## src/rtl/user_mgmt_slave_mc_if.sv

```systemverilog
// Bus bundle between the localbus master, the management slave and its NUM_CH config targets.
// The slave modport is the bridge; the master modport drives localbus requests and config replies.
interface user_mgmt_slave_mc_if #(
    parameter int NUM_CH    = 4,
    parameter int CH_ADDR_W = 16
);
    logic                   localbus_cs_n;
    logic                   localbus_rd_wr;
    logic [31:0]            localbus_data;
    logic                   localbus_ale;
    logic                   localbus_ack_n;
    logic [31:0]            localbus_data_out;
    logic [NUM_CH-1:0]      cfg_cs;
    logic                   cfg_rw;
    logic [CH_ADDR_W-1:0]   cfg_addr;
    logic [31:0]            cfg_wdata;
    logic [NUM_CH-1:0]      cfg_ack;
    logic [NUM_CH*32-1:0]   cfg_rdata;
    logic [15:0]            unmapped_cnt;
    logic [15:0]            timeout_cnt;

    modport slave (
        input  localbus_cs_n, localbus_rd_wr, localbus_data, localbus_ale,
        output localbus_ack_n, localbus_data_out,
        output cfg_cs, cfg_rw, cfg_addr, cfg_wdata,
        input  cfg_ack, cfg_rdata,
        output unmapped_cnt, timeout_cnt
    );

    modport master (
        output localbus_cs_n, localbus_rd_wr, localbus_data, localbus_ale,
        input  localbus_ack_n, localbus_data_out,
        input  cfg_cs, cfg_rw, cfg_addr, cfg_wdata,
        output cfg_ack, cfg_rdata,
        input  unmapped_cnt, timeout_cnt
    );
endinterface

```

## src/rtl/user_mgmt_slave_mc.sv

```systemverilog
// Multi-channel localbus management slave: decodes a channel from the latched address and runs one
// cs/ack handshake on it, with unmapped-address and timeout responses plus saturating error counters.
module user_mgmt_slave_mc #(
    parameter int          NUM_CH    = 4,
    parameter int          SEL_HI    = 31,
    parameter int          SEL_LO    = 20,
    parameter int          CH_ADDR_W = 16,
    parameter int          TIMEOUT   = 255,
    parameter logic [31:0] ERR_DATA  = 32'hDEAD_BEEF,
    parameter logic [31:0] TO_DATA   = 32'hFFFF_FFFF
) (
    input logic clk,
    input logic rst,
    user_mgmt_slave_mc_if.slave bus
);
    localparam int SEL_W = SEL_HI - SEL_LO + 1;
    localparam int CH_W  = (NUM_CH > 1) ? $clog2(NUM_CH) : 1;

    typedef enum logic [1:0] {IDLE, WAIT_CS, REQ, RESP} state_t;

    state_t                 state;
    logic [CH_W-1:0]        ch;
    logic                   mapped;
    logic [CH_ADDR_W-1:0]   addr_lat;
    logic [15:0]            timer;

    logic [SEL_W-1:0]       sel;
    logic                   sel_mapped;
    logic [NUM_CH-1:0]      ch_onehot;
    logic                   ch_ack;
    logic [31:0]            ch_rdata;

    // Only the latched channel's ack and read data are ever looked at.
    assign sel        = bus.localbus_data[SEL_HI:SEL_LO];
    assign sel_mapped = ({{(32-SEL_W){1'b0}}, sel} < 32'(NUM_CH));
    assign ch_ack     = bus.cfg_ack[ch];
    assign ch_rdata   = bus.cfg_rdata[32*ch +: 32];

    always_comb begin
        ch_onehot     = '0;
        ch_onehot[ch] = 1'b1;
    end

    always_ff @(posedge clk or posedge rst) begin
        if (rst) begin
            state                 <= IDLE;
            ch                    <= '0;
            mapped                <= 1'b0;
            addr_lat              <= '0;
            timer                 <= '0;
            bus.cfg_cs            <= '0;
            bus.cfg_rw            <= 1'b0;
            bus.cfg_addr          <= '0;
            bus.cfg_wdata         <= '0;
            bus.localbus_ack_n    <= 1'b1;
            bus.localbus_data_out <= '0;
            bus.unmapped_cnt      <= '0;
            bus.timeout_cnt       <= '0;
        end else begin
            case (state)
                IDLE: begin
                    if (bus.localbus_ale) begin
                        addr_lat <= bus.localbus_data[CH_ADDR_W-1:0];
                        ch       <= sel[CH_W-1:0];
                        mapped   <= sel_mapped;
                        state    <= WAIT_CS;
                    end
                end
                WAIT_CS: begin
                    if (bus.localbus_ale) begin
                        addr_lat <= bus.localbus_data[CH_ADDR_W-1:0];
                        ch       <= sel[CH_W-1:0];
                        mapped   <= sel_mapped;
                    end else if (!bus.localbus_cs_n) begin
                        if (mapped) begin
                            bus.cfg_cs    <= ch_onehot;
                            bus.cfg_rw    <= ~bus.localbus_rd_wr;
                            bus.cfg_addr  <= addr_lat;
                            bus.cfg_wdata <= bus.localbus_data;
                            timer         <= '0;
                            state         <= REQ;
                        end else begin
                            // Unmapped channels complete at once without touching any target.
                            bus.localbus_data_out <= ERR_DATA;
                            bus.localbus_ack_n    <= 1'b0;
                            if (bus.unmapped_cnt != 16'hFFFF)
                                bus.unmapped_cnt <= bus.unmapped_cnt + 16'd1;
                            state <= RESP;
                        end
                    end
                end
                REQ: begin
                    if (bus.localbus_cs_n) begin
                        bus.cfg_cs <= '0;
                        state      <= IDLE;
                    end else if (ch_ack) begin
                        bus.cfg_cs            <= '0;
                        bus.localbus_data_out <= ch_rdata;
                        bus.localbus_ack_n    <= 1'b0;
                        state                 <= RESP;
                    end else if (timer == 16'(TIMEOUT - 1)) begin
                        bus.cfg_cs            <= '0;
                        bus.localbus_data_out <= TO_DATA;
                        bus.localbus_ack_n    <= 1'b0;
                        if (bus.timeout_cnt != 16'hFFFF)
                            bus.timeout_cnt <= bus.timeout_cnt + 16'd1;
                        state <= RESP;
                    end else begin
                        timer <= timer + 16'd1;
                    end
                end
                RESP: begin
                    if (bus.localbus_cs_n) begin
                        bus.localbus_ack_n <= 1'b1;
                        state              <= IDLE;
                    end
                end
                default: state <= IDLE;
            endcase
        end
    end
endmodule
```

## src/flat_wrapper.sv

```systemverilog
// flat-port wrapper written by rule: the top's interface ports become plain ports
module user_mgmt_slave_mc_flat 
#(
    parameter int          NUM_CH    = 4,
    parameter int          SEL_HI    = 31,
    parameter int          SEL_LO    = 20,
    parameter int          CH_ADDR_W = 16,
    parameter int          TIMEOUT   = 255,
    parameter logic [31:0] ERR_DATA  = 32'hDEAD_BEEF,
    parameter logic [31:0] TO_DATA   = 32'hFFFF_FFFF
)
  (clk, rst, bus_localbus_cs_n, bus_localbus_rd_wr, bus_localbus_data, bus_localbus_ale, bus_localbus_ack_n, bus_localbus_data_out, bus_cfg_cs, bus_cfg_rw, bus_cfg_addr, bus_cfg_wdata, bus_cfg_ack, bus_cfg_rdata, bus_unmapped_cnt, bus_timeout_cnt);
  user_mgmt_slave_mc_if #(.NUM_CH(NUM_CH), .CH_ADDR_W(CH_ADDR_W)) bus_i ();
  input logic clk;
  input logic rst;
  input wire logic [$bits(bus_i.localbus_cs_n)-1:0] bus_localbus_cs_n;
  input wire logic [$bits(bus_i.localbus_rd_wr)-1:0] bus_localbus_rd_wr;
  input wire logic [$bits(bus_i.localbus_data)-1:0] bus_localbus_data;
  input wire logic [$bits(bus_i.localbus_ale)-1:0] bus_localbus_ale;
  output wire logic [$bits(bus_i.localbus_ack_n)-1:0] bus_localbus_ack_n;
  output wire logic [$bits(bus_i.localbus_data_out)-1:0] bus_localbus_data_out;
  output wire logic [$bits(bus_i.cfg_cs)-1:0] bus_cfg_cs;
  output wire logic [$bits(bus_i.cfg_rw)-1:0] bus_cfg_rw;
  output wire logic [$bits(bus_i.cfg_addr)-1:0] bus_cfg_addr;
  output wire logic [$bits(bus_i.cfg_wdata)-1:0] bus_cfg_wdata;
  input wire logic [$bits(bus_i.cfg_ack)-1:0] bus_cfg_ack;
  input wire logic [$bits(bus_i.cfg_rdata)-1:0] bus_cfg_rdata;
  output wire logic [$bits(bus_i.unmapped_cnt)-1:0] bus_unmapped_cnt;
  output wire logic [$bits(bus_i.timeout_cnt)-1:0] bus_timeout_cnt;
  assign bus_i.localbus_cs_n = bus_localbus_cs_n;
  assign bus_i.localbus_rd_wr = bus_localbus_rd_wr;
  assign bus_i.localbus_data = bus_localbus_data;
  assign bus_i.localbus_ale = bus_localbus_ale;
  assign bus_localbus_ack_n = bus_i.localbus_ack_n;
  assign bus_localbus_data_out = bus_i.localbus_data_out;
  assign bus_cfg_cs = bus_i.cfg_cs;
  assign bus_cfg_rw = bus_i.cfg_rw;
  assign bus_cfg_addr = bus_i.cfg_addr;
  assign bus_cfg_wdata = bus_i.cfg_wdata;
  assign bus_i.cfg_ack = bus_cfg_ack;
  assign bus_i.cfg_rdata = bus_cfg_rdata;
  assign bus_unmapped_cnt = bus_i.unmapped_cnt;
  assign bus_timeout_cnt = bus_i.timeout_cnt;
  user_mgmt_slave_mc #(.NUM_CH(NUM_CH), .SEL_HI(SEL_HI), .SEL_LO(SEL_LO), .CH_ADDR_W(CH_ADDR_W), .TIMEOUT(TIMEOUT), .ERR_DATA(ERR_DATA), .TO_DATA(TO_DATA)) u_core (.clk(clk), .rst(rst), .bus(bus_i));
endmodule
```

## config.mk

```make
export PLATFORM = sky130hd
export DESIGN_NAME = user_mgmt_slave_mc_flat
export DESIGN_NICKNAME = d
export VERILOG_FILES = /design/src/rtl/user_mgmt_slave_mc_if.sv /design/src/rtl/user_mgmt_slave_mc.sv /design/src/flat_wrapper.sv
export SDC_FILE = /design/constraint.sdc
export NUM_CORES = 1
export LEC_CHECK = 0
export CAP_MARGIN = 20
export CORE_AREA = 2 2 162 164
export CTS_BUF_LIST = sky130_fd_sc_hd__clkbuf_2
export DETAILED_ROUTE_END_ITERATION = 10
export DIE_AREA = 0 0 164 166
export PLACE_DENSITY = 0.66
export SLEW_MARGIN = 20
export SYNTH_ARGS = -nofsm -noshare
export SYNTH_HDL_FRONTEND = slang
export SYNTH_SLANG_ARGS = --single-unit
```

## constraint.sdc

```tcl
create_clock -name clk -period 6.7 [get_ports clk]
set_input_delay 0.67 -clock clk [delete_from_list [all_inputs] [get_ports clk]]
set_output_delay 0.67 -clock clk [all_outputs]
set_load 0.01 [all_outputs]
```

Word-level counts from Yosys, hierarchy flattened

Index checks and enable logic that the tools add are counted.

Register bits after elaboration: 155
Bits of input ports: 169
Output and inout bits: 118
Word-level logic and storage cells: 98

Add/subtract/negate cells: 3
$lt $le $gt $ge: 3
Eq/ne operators: 17
Shifts and indexed selects: 1
Muxes and demuxes: 42
Bitwise operators: 5
Reduce and logical (&&, ||, !) cells: 14

Operator list:

| cell                    | count |
|---|---|
| $mux W32                | 6 |
| $shiftx A128 B8 Y32     | 1 |
| $mux W16                | 6 |
| $pmux W32 S2            | 1 |
| $add A16 B1 Y16 const B | 3 |
| $ne A16 B16 Y1 const B  | 2 |
| $pmux W16 S2            | 1 |
| $mux W4                 | 6 |
| $reduce_and A5 Y1       | 4 |
| $eq A16 B8 Y1 const B   | 1 |
| $ne A2 B2 Y1 const B    | 8 |
| $mux W2                 | 7 |
| $reduce_and A7 Y1       | 2 |
| $lt A12 B3 Y1 const B   | 1 |
| $mux W1                 | 10 |
| $pmux W2 S4             | 1 |
| $pmux W4 S2             | 1 |
| $reduce_and A6 Y1       | 1 |
| $not A1 Y1              | 5 |
| $eq A2 B2 Y1 const B    | 2 |
| $ne A4 B2 Y1 const B    | 1 |
| $reduce_and A4 Y1       | 1 |
| $lt A2 B3 Y1 const B    | 1 |
| $ne A3 B1 Y1 const B    | 1 |
| other kinds (12)        | 12 |

Longest topological paths before layout

Gate-level depths: netlist (run 1).

Depth in word-level cells: 8
Depth in mapped cells: 8
Depth with buffers taken out: 7

Least setup slack after synthesis (run 1)

No wires, ideal clock.

Path kind: input-to-reg
From: input bus_localbus_cs_n
To: register u_core.bus.unmapped_cnt[10]
Library setup time: 0.126 ns
Arrival: 2.198 ns
Required time: 6.574 ns
Slack: 4.376 ns
Stages: 6
Path buffers: 1
Cell sequence: buf_6 or4b_1 or3_1 nor3_2 nand4_1 xnor2_1

Word-level cells in the longest chain between the ends: 2

RTL lines:

| element                     | line                        | text |
|---|---|---|
| start, declared             | flat_wrapper.sv:16          | `input wire logic [$bits(bus_i.localbus_cs_n)-1:0] bus_localbus_cs_n;` |
| $not A1 Y1 (no line)        | -                           |  |
| $reduce_and A5 Y1 (no line) | -                           |  |
| end signal, assigned        | user_mgmt_slave_mc.sv:87    | `bus.unmapped_cnt <= bus.unmapped_cnt + 16'd1;` |
| end, declared               | user_mgmt_slave_mc_if.sv:27 | `output unmapped_cnt, timeout_cnt` |

No other way between the ends.
A chain may end at the register's enable or synchronous reset.

Worst setup path in the final report (run 1)

From: register u_core.ch[1]
To: register u_core.bus.localbus_data_out[5]

Word-level cells in the longest chain between the ends: 5
Elaborated cells on any way between the ends: 8

RTL lines:

| element                                                                     | line                        | text |
|---|---|---|
| start, declared                                                             | user_mgmt_slave_mc.sv:22    | `logic [CH_W-1:0] ch;` |
| start signal, assigned                                                      | user_mgmt_slave_mc.sv:64    | `ch <= sel[CH_W-1:0];` |
| start signal, assigned                                                      | user_mgmt_slave_mc.sv:72    | `ch <= sel[CH_W-1:0];` |
| parallel branches: the longest is 5 deep, another holds $shiftx A128 B8 Y32 | -                           |  |
| end signal, assigned                                                        | user_mgmt_slave_mc.sv:98    | `bus.localbus_data_out <= ch_rdata;` |
| end, declared                                                               | user_mgmt_slave_mc_if.sv:24 | `output localbus_ack_n, localbus_data_out,` |

Parallel ways; which one is timed is not known. The select of a mux whose other input is x is not followed.

==> impl_metrics.toml, run 1 <==
[worst_setup_path]
cp_max_fo = 64
path_buf_inv = 2
cp-start-kind = "register"
crit_path_frequent_cell = "buf_4"
path_cells = "buf_4 -> mux2i_1 -> a22oi_1 -> o221ai_4 -> buf_4 -> o21ai_0"
cp_slowest_stage_delay_ps = 500
path_class = "reg2reg"
cp_data_required_time_ps = 7290
cp.arrival_ps = 3460
r2r_slack_ps = 3830
crit_path_end_kind = "register"
cp_slowest_cell = "buf_4"
critPathTopFamily = "buffers and inverters"

[sta]
fin_skew_ps = 55.2
finalSetupTns_ps = 0
relSlewSlack_pct = 30.0
rsz0062_at_grt = "false"
setup_violations = 0
finalHoldViolations = 0
period_needed_ps = 2870
layout_setup_ws_ps = 3830
maxSlewViolCount = 0
fmax_ghz = 0.349
worst_pin_slew_ps = 1050
finalCritPeriodShare_pct = 42.8

[routing]
drcViolationCount = 0
drt_first_pass_iters = 5
ant_nets = 0
vias = 6573
routed_via_density = 4.87
wl_per_cell_um = 18.1
wirelength_um = 24400
drt_iter0_drc = 446

[placement]
placed_cells = 1312
hpwl_um = 18100
routabilityCongestion = 0.841
place_ws_ps = 3200
io_buffer_count = 286
placed_area_um2 = 10700

[clock_network]
post-cts-setup-buffers = 0
clockRootBuffer = "clkbuf_2"
clock-sinks = 155
cts_buffers = 17
cts_buffer_depth = 2
clk_latency_ps = 740
cts.htree.levels = 4
postCtsHoldBufs = 0
tritoncts = "built"
cts-resized-gates = 0
clk_pin_slew_ps = 260

[run_status]
status = "complete, no violations"

[synth]
synthTopCellsByArea = "dfrtp_1 51%, nand2_1 10%, mux4_2 9.6%"
async_reset_ff_share_pct = 100
synth_edf_count = 0
yosysTopAreaCellShare_pct = 51.4
synth_cell_types = 57
synth.yosys.seq_area_share_pct = 51.8
synth_flop_cell = "dfrtp_1"
netlist_instances = 723
yosysWarnings = 0
syn_nets = 896
avgSynthCellArea_um2 = 10.4
synth_seq_cells = 155
netlist_area_um2 = 7500
yosys.area.top_type = "dfrtp_1"

[floorplan]
fp-row-count = 59
io_pins = 287
coreArea_um2 = 25600
fp.dieH_um = 166
start_util_pct = 29.3
die-area_um2 = 27200
die_w_um = 164

[final_layout]
final_nets = 1169
fillers = 2462
final_common_cell = "clkdlybuf4s50_1"
drive_gt1_share_pct = 10.6
layout_common_cells = "286 x clkdlybuf4s50_1, 201 x nand2_1, 153 x dfrtp_1"
area_growth_pct = 46.1
design_area_um2 = 11000
final_cells = 1349

[power_and_ir_drop]
vdd_drop_max_mv = 0.132
p_per_area_nw_per_um2 = 215
cellLeakagePower_nw = 4.69

[run]
cap_violations = 0

[grt]
grt-ovfl-total = 0
grt_pass1_wl_um = 37800
track_usage_pct = 17.8
antenna_found_initial = 5
grt_pass1_vias = 6766
grt_start_max_net_pins = 92

[worst_hold_path]
min_path_type = "in2async"
## per-stage QoR
step | total power [W] | util, % | hold slack [ps]
floorplan | 0.00142 | - | 435
global placement | 0.00178 | 41.7 | 445
detailed placement | 0.00179 | 41.7 | 452
CTS | 0.00239 | 42.7 | 347
global route | 0.00249 | 42.8 | 335
finish | 0.00235 | 42.8 | 439
## synth_stat cells, drive strengths merged (5+ instances only)
cell type / count
dfrtp: 154
and4: 6
nand2: 201
nor3: 8
buf: 12
mux2: 20
xnor2: 19
mux4: 32
nor2: 46
and3: 12
nor4: 6
inv: 10
and2: 5
o21ai: 62
a21oi: 11
clkbuf: 26
nand3: 19
nand4: 17
mux2i: 7
## kinds of logic (layout without fill, tap and decap cells)
family          after synthesis  after routing  synth area share [%]
compound gates              101            101                  8.33
buf+inv                      48            334                  2.82
fa+ha+maj                     4              4                 0.668
xor+xnor                     22             22                  2.57
flops                       155            155                  51.8
mux                          59             59                  13.6
other cells                   0              5                     0
simple gates                334            334                  20.3
## layout make-up
class                           count  area [µm²]  share of cell area [%]
Tap cell                          335         419                    3.83
Timing Repair Buffer              292        2910                    26.5
Multi-Input combinational cell    520        3430                    31.3
Inverter                           10        42.5                   0.388
Clock buffer                       17        85.1                   0.777
Clock inverter                     15         176                    1.61
Antenna cell                        5        12.5                   0.114
Sequential cell                   155        3880                    35.4
## worst register-to-register path: cells and delay by family, from the launching register on
family / cells / cell delay [ps]
mux: 1 / 520
flops: 1 / 390
compound gates: 3 / 890
buf+inv: 2 / 940
## registers in the layout, summed over array words and instances, names as in the netlist
name and flops:
u_core.bus.cfg_cs 4, u_core.bus.timeout_cnt 16, u_core.bus.cfg_addr 16, u_core.timer 16, u_core.bus.unmapped_cnt 16, u_core.bus.localbus_data_out 32, u_core.bus.localbus_ack_n 1, u_core.state 2
u_core.mapped 1, u_core.ch 2, u_core.bus.cfg_rw 1, u_core.bus.cfg_wdata 32, u_core.addr_lat 16
## per-layer routing
layer | GRT usage [%] | up-vias | part of all wire (%)
met1 | 21.1 | 3172 | 40
met5 | 0 | - | 0
met4 | 6.22 | 0 | 2.4
met3 | 6.62 | 30 | 10
met2 | 29.5 | 278 | 48
li1 | - | 3093 | -
## power breakdown
part           leakage [nW]  internal, W  switching [W]
clock network         0.160     0.000187       0.000397
registers              2.03      0.00105      0.0000866
logic                  2.50     0.000363       0.000271
## final timing paths
path                                       start  cells past startpoint                         endpoint
min in group clk           bus_localbus_data[24]                      3         u_core.bus.cfg_wdata[24]
max in group asynchronous                    rst                      3                  u_core.timer[4]
min                                          rst                      2         u_core.bus.cfg_wdata[31]
max reg2reg                         u_core.ch[1]                      6  u_core.bus.localbus_data_out[5]
max                                 u_core.ch[1]                      6  u_core.bus.localbus_data_out[5]
min reg2reg                   u_core.addr_lat[3]                      2           u_core.bus.cfg_addr[3]
No activity file was read; power rests on OpenSTA's default activity.
==> run 2: changes to the inputs <==
==> constraint.sdc (replaced) <==
create_clock -name clk -period 2.9 [get_ports clk]
set_input_delay 0.29 -clock clk [delete_from_list [all_inputs] [get_ports clk]]
set_output_delay 0.29 -clock clk [all_outputs]
set_load 0.01 [all_outputs]
==> impl_metrics.toml, run 2 (same netlist as run 1, synthesis figures left out) <==
[run_status]
status = "complete, no violations"

[grt]
grt_pass1_vias = 6875
grt_pass1_wl_um = 38800
grt_start_max_net_pins = 85
track_usage_pct = 18.5
antenna_found_initial = 3
grt-ovfl-total = 0

[floorplan]
fp.dieH_um = 166
die_w_um = 164
fp-row-count = 59
start_util_pct = 29.3
die-area_um2 = 27200
io_pins = 287
coreArea_um2 = 25600

[worst_setup_path]
cp.arrival_ps = 3180
path_class = "reg2reg"
crit_path_end_kind = "register"
cp-start-kind = "register"
cp_max_fo = 14
cp_data_required_time_ps = 3530

[routing]
wl_met2_um = 12300
ant_nets = 0
drt_first_pass_iters = 6
drcViolationCount = 0
top_layer = "met4"
met3_length_um = 2760
wl_per_cell_um = 18.3
wirelength_um = 25100
drt_iter0_drc = 358
routed_via_density = 4.86
wl_met1_um = 9750
vias = 6639

[sta]
finalSetupTns_ps = 0
setup_violations = 0
worst_pin_slew_ps = 709
finalCritPeriodShare_pct = 87.9
layout_setup_ws_ps = 352
fin_skew_ps = 51.0
maxSlewViolCount = 0
rsz0062_at_grt = "false"
relSlewSlack_pct = 52.5
fmax_ghz = 0.392
finalHoldViolations = 0
period_needed_ps = 2550

[power_and_ir_drop]
p_sw_w = 0.00171
p_clk_share_pct = 22.5
p_per_area_nw_per_um2 = 480
pwr-share-seq_pct = 49.5
switching_share_pct = 32.3
finalPower_w = 0.00532
cellLeakagePower_nw = 4.76
vdd_drop_max_mv = 0.269
power.share.combinational_pct = 28.0
internal-power_w = 0.00360

[final_layout]
top_regs = "u_core.bus.cfg_wdata: 32 flops, u_core.bus.localbus_data_out: 32 flops"
layout_common_cells = "286 x clkdlybuf4s50_1, 201 x nand2_1, 153 x dfrtp_1"
design_area_um2 = 11100
fillers = 2437
area_growth_pct = 47.9
drive_gt1_share_pct = 11.7
final_common_cell = "clkdlybuf4s50_1"
final_nets = 1189
final_cells = 1367

[clock_network]
clk_pin_slew_ps = 240
cts-resized-gates = 0
cts_buffer_depth = 2
cts.htree.levels = 4
postCtsHoldBufs = 7
clk_latency_ps = 720
tritoncts = "built"
clockRootBuffer = "clkbuf_2"
cts_buffers = 17
clock-sinks = 155
post-cts-setup-buffers = 0

[run]
cap_violations = 0

[placement]
routabilityCongestion = 0.877
hpwl_um = 18900
place_ws_ps = 368
placed_area_um2 = 10800
io_buffer_count = 286
placed_cells = 1325

[worst_hold_path]
min_path_type = "in2reg"
[run 2: power by group through the flow]
stage	combinational [W]	sequential, W	clock [W]
2_1_floorplan	0.000572	0.00270	0
3_3_place_gp	0.00149	0.00266	0
3_5_place_dp	0.00150	0.00268	0
4_1_cts	0.00151	0.00264	0.00127
5_1_grt	0.00162	0.00267	0.00136
6_report	0.00149	0.00263	0.00120
[run 2: final cells by class]
| cell class | instances | area [µm²] | area share [%] |
|---|---|---|---|
| Tap cell | 335 | 419 | 3.78 |
| Clock inverter | 15 | 138 | 1.24 |
| Timing Repair Buffer | 312 | 3090 | 27.9 |
| Sequential cell | 155 | 3880 | 35.0 |
| Multi-Input combinational cell | 520 | 3420 | 30.9 |
| Inverter | 10 | 41.3 | 0.373 |
| Clock buffer | 17 | 85.1 | 0.768 |
| Antenna cell | 3 | 7.51 | 0.0677 |
[run 2: final timing paths]
kind	start	to	slack (ps)	depth (start not counted)
max	u_core.timer[13]	u_core.bus.timeout_cnt[1]	350	4
min	bus_localbus_data[18]	u_core.bus.cfg_wdata[18]	100	3
max reg2reg	u_core.timer[13]	u_core.bus.timeout_cnt[1]	350	4
min reg2reg	u_core.addr_lat[11]	u_core.bus.cfg_addr[11]	480	2
max in group asynchronous	rst	u_core.bus.localbus_data_out[1]	1540	5
min in group asynchronous	rst	u_core.addr_lat[12]	570	4
[run 2: worst max-delay path, stage by stage, from the launching register on]
cell and delay (ps):
dfrtp_1 470, or4_4 570, nor4_4 440, o2111a_1 620
mux2_2 390
[run 2: metal layers]
metal	vias up	GRT usage, %
met5	-	0
met4	0	4.81
li1	3129	-
met2	275	31.6
met3	15	7.82
met1	3220	21.1
[run 2: through the flow]
stage / util (%) / hold slack [ps]
2_1_floorplan: - / 395
3_5_place_dp: 42.1 / 458
3_3_place_gp: 42.1 / 446
6_report: 43.3 / 103
4_1_cts: 43.2 / 5.96
5_1_grt: 43.3 / 0.969
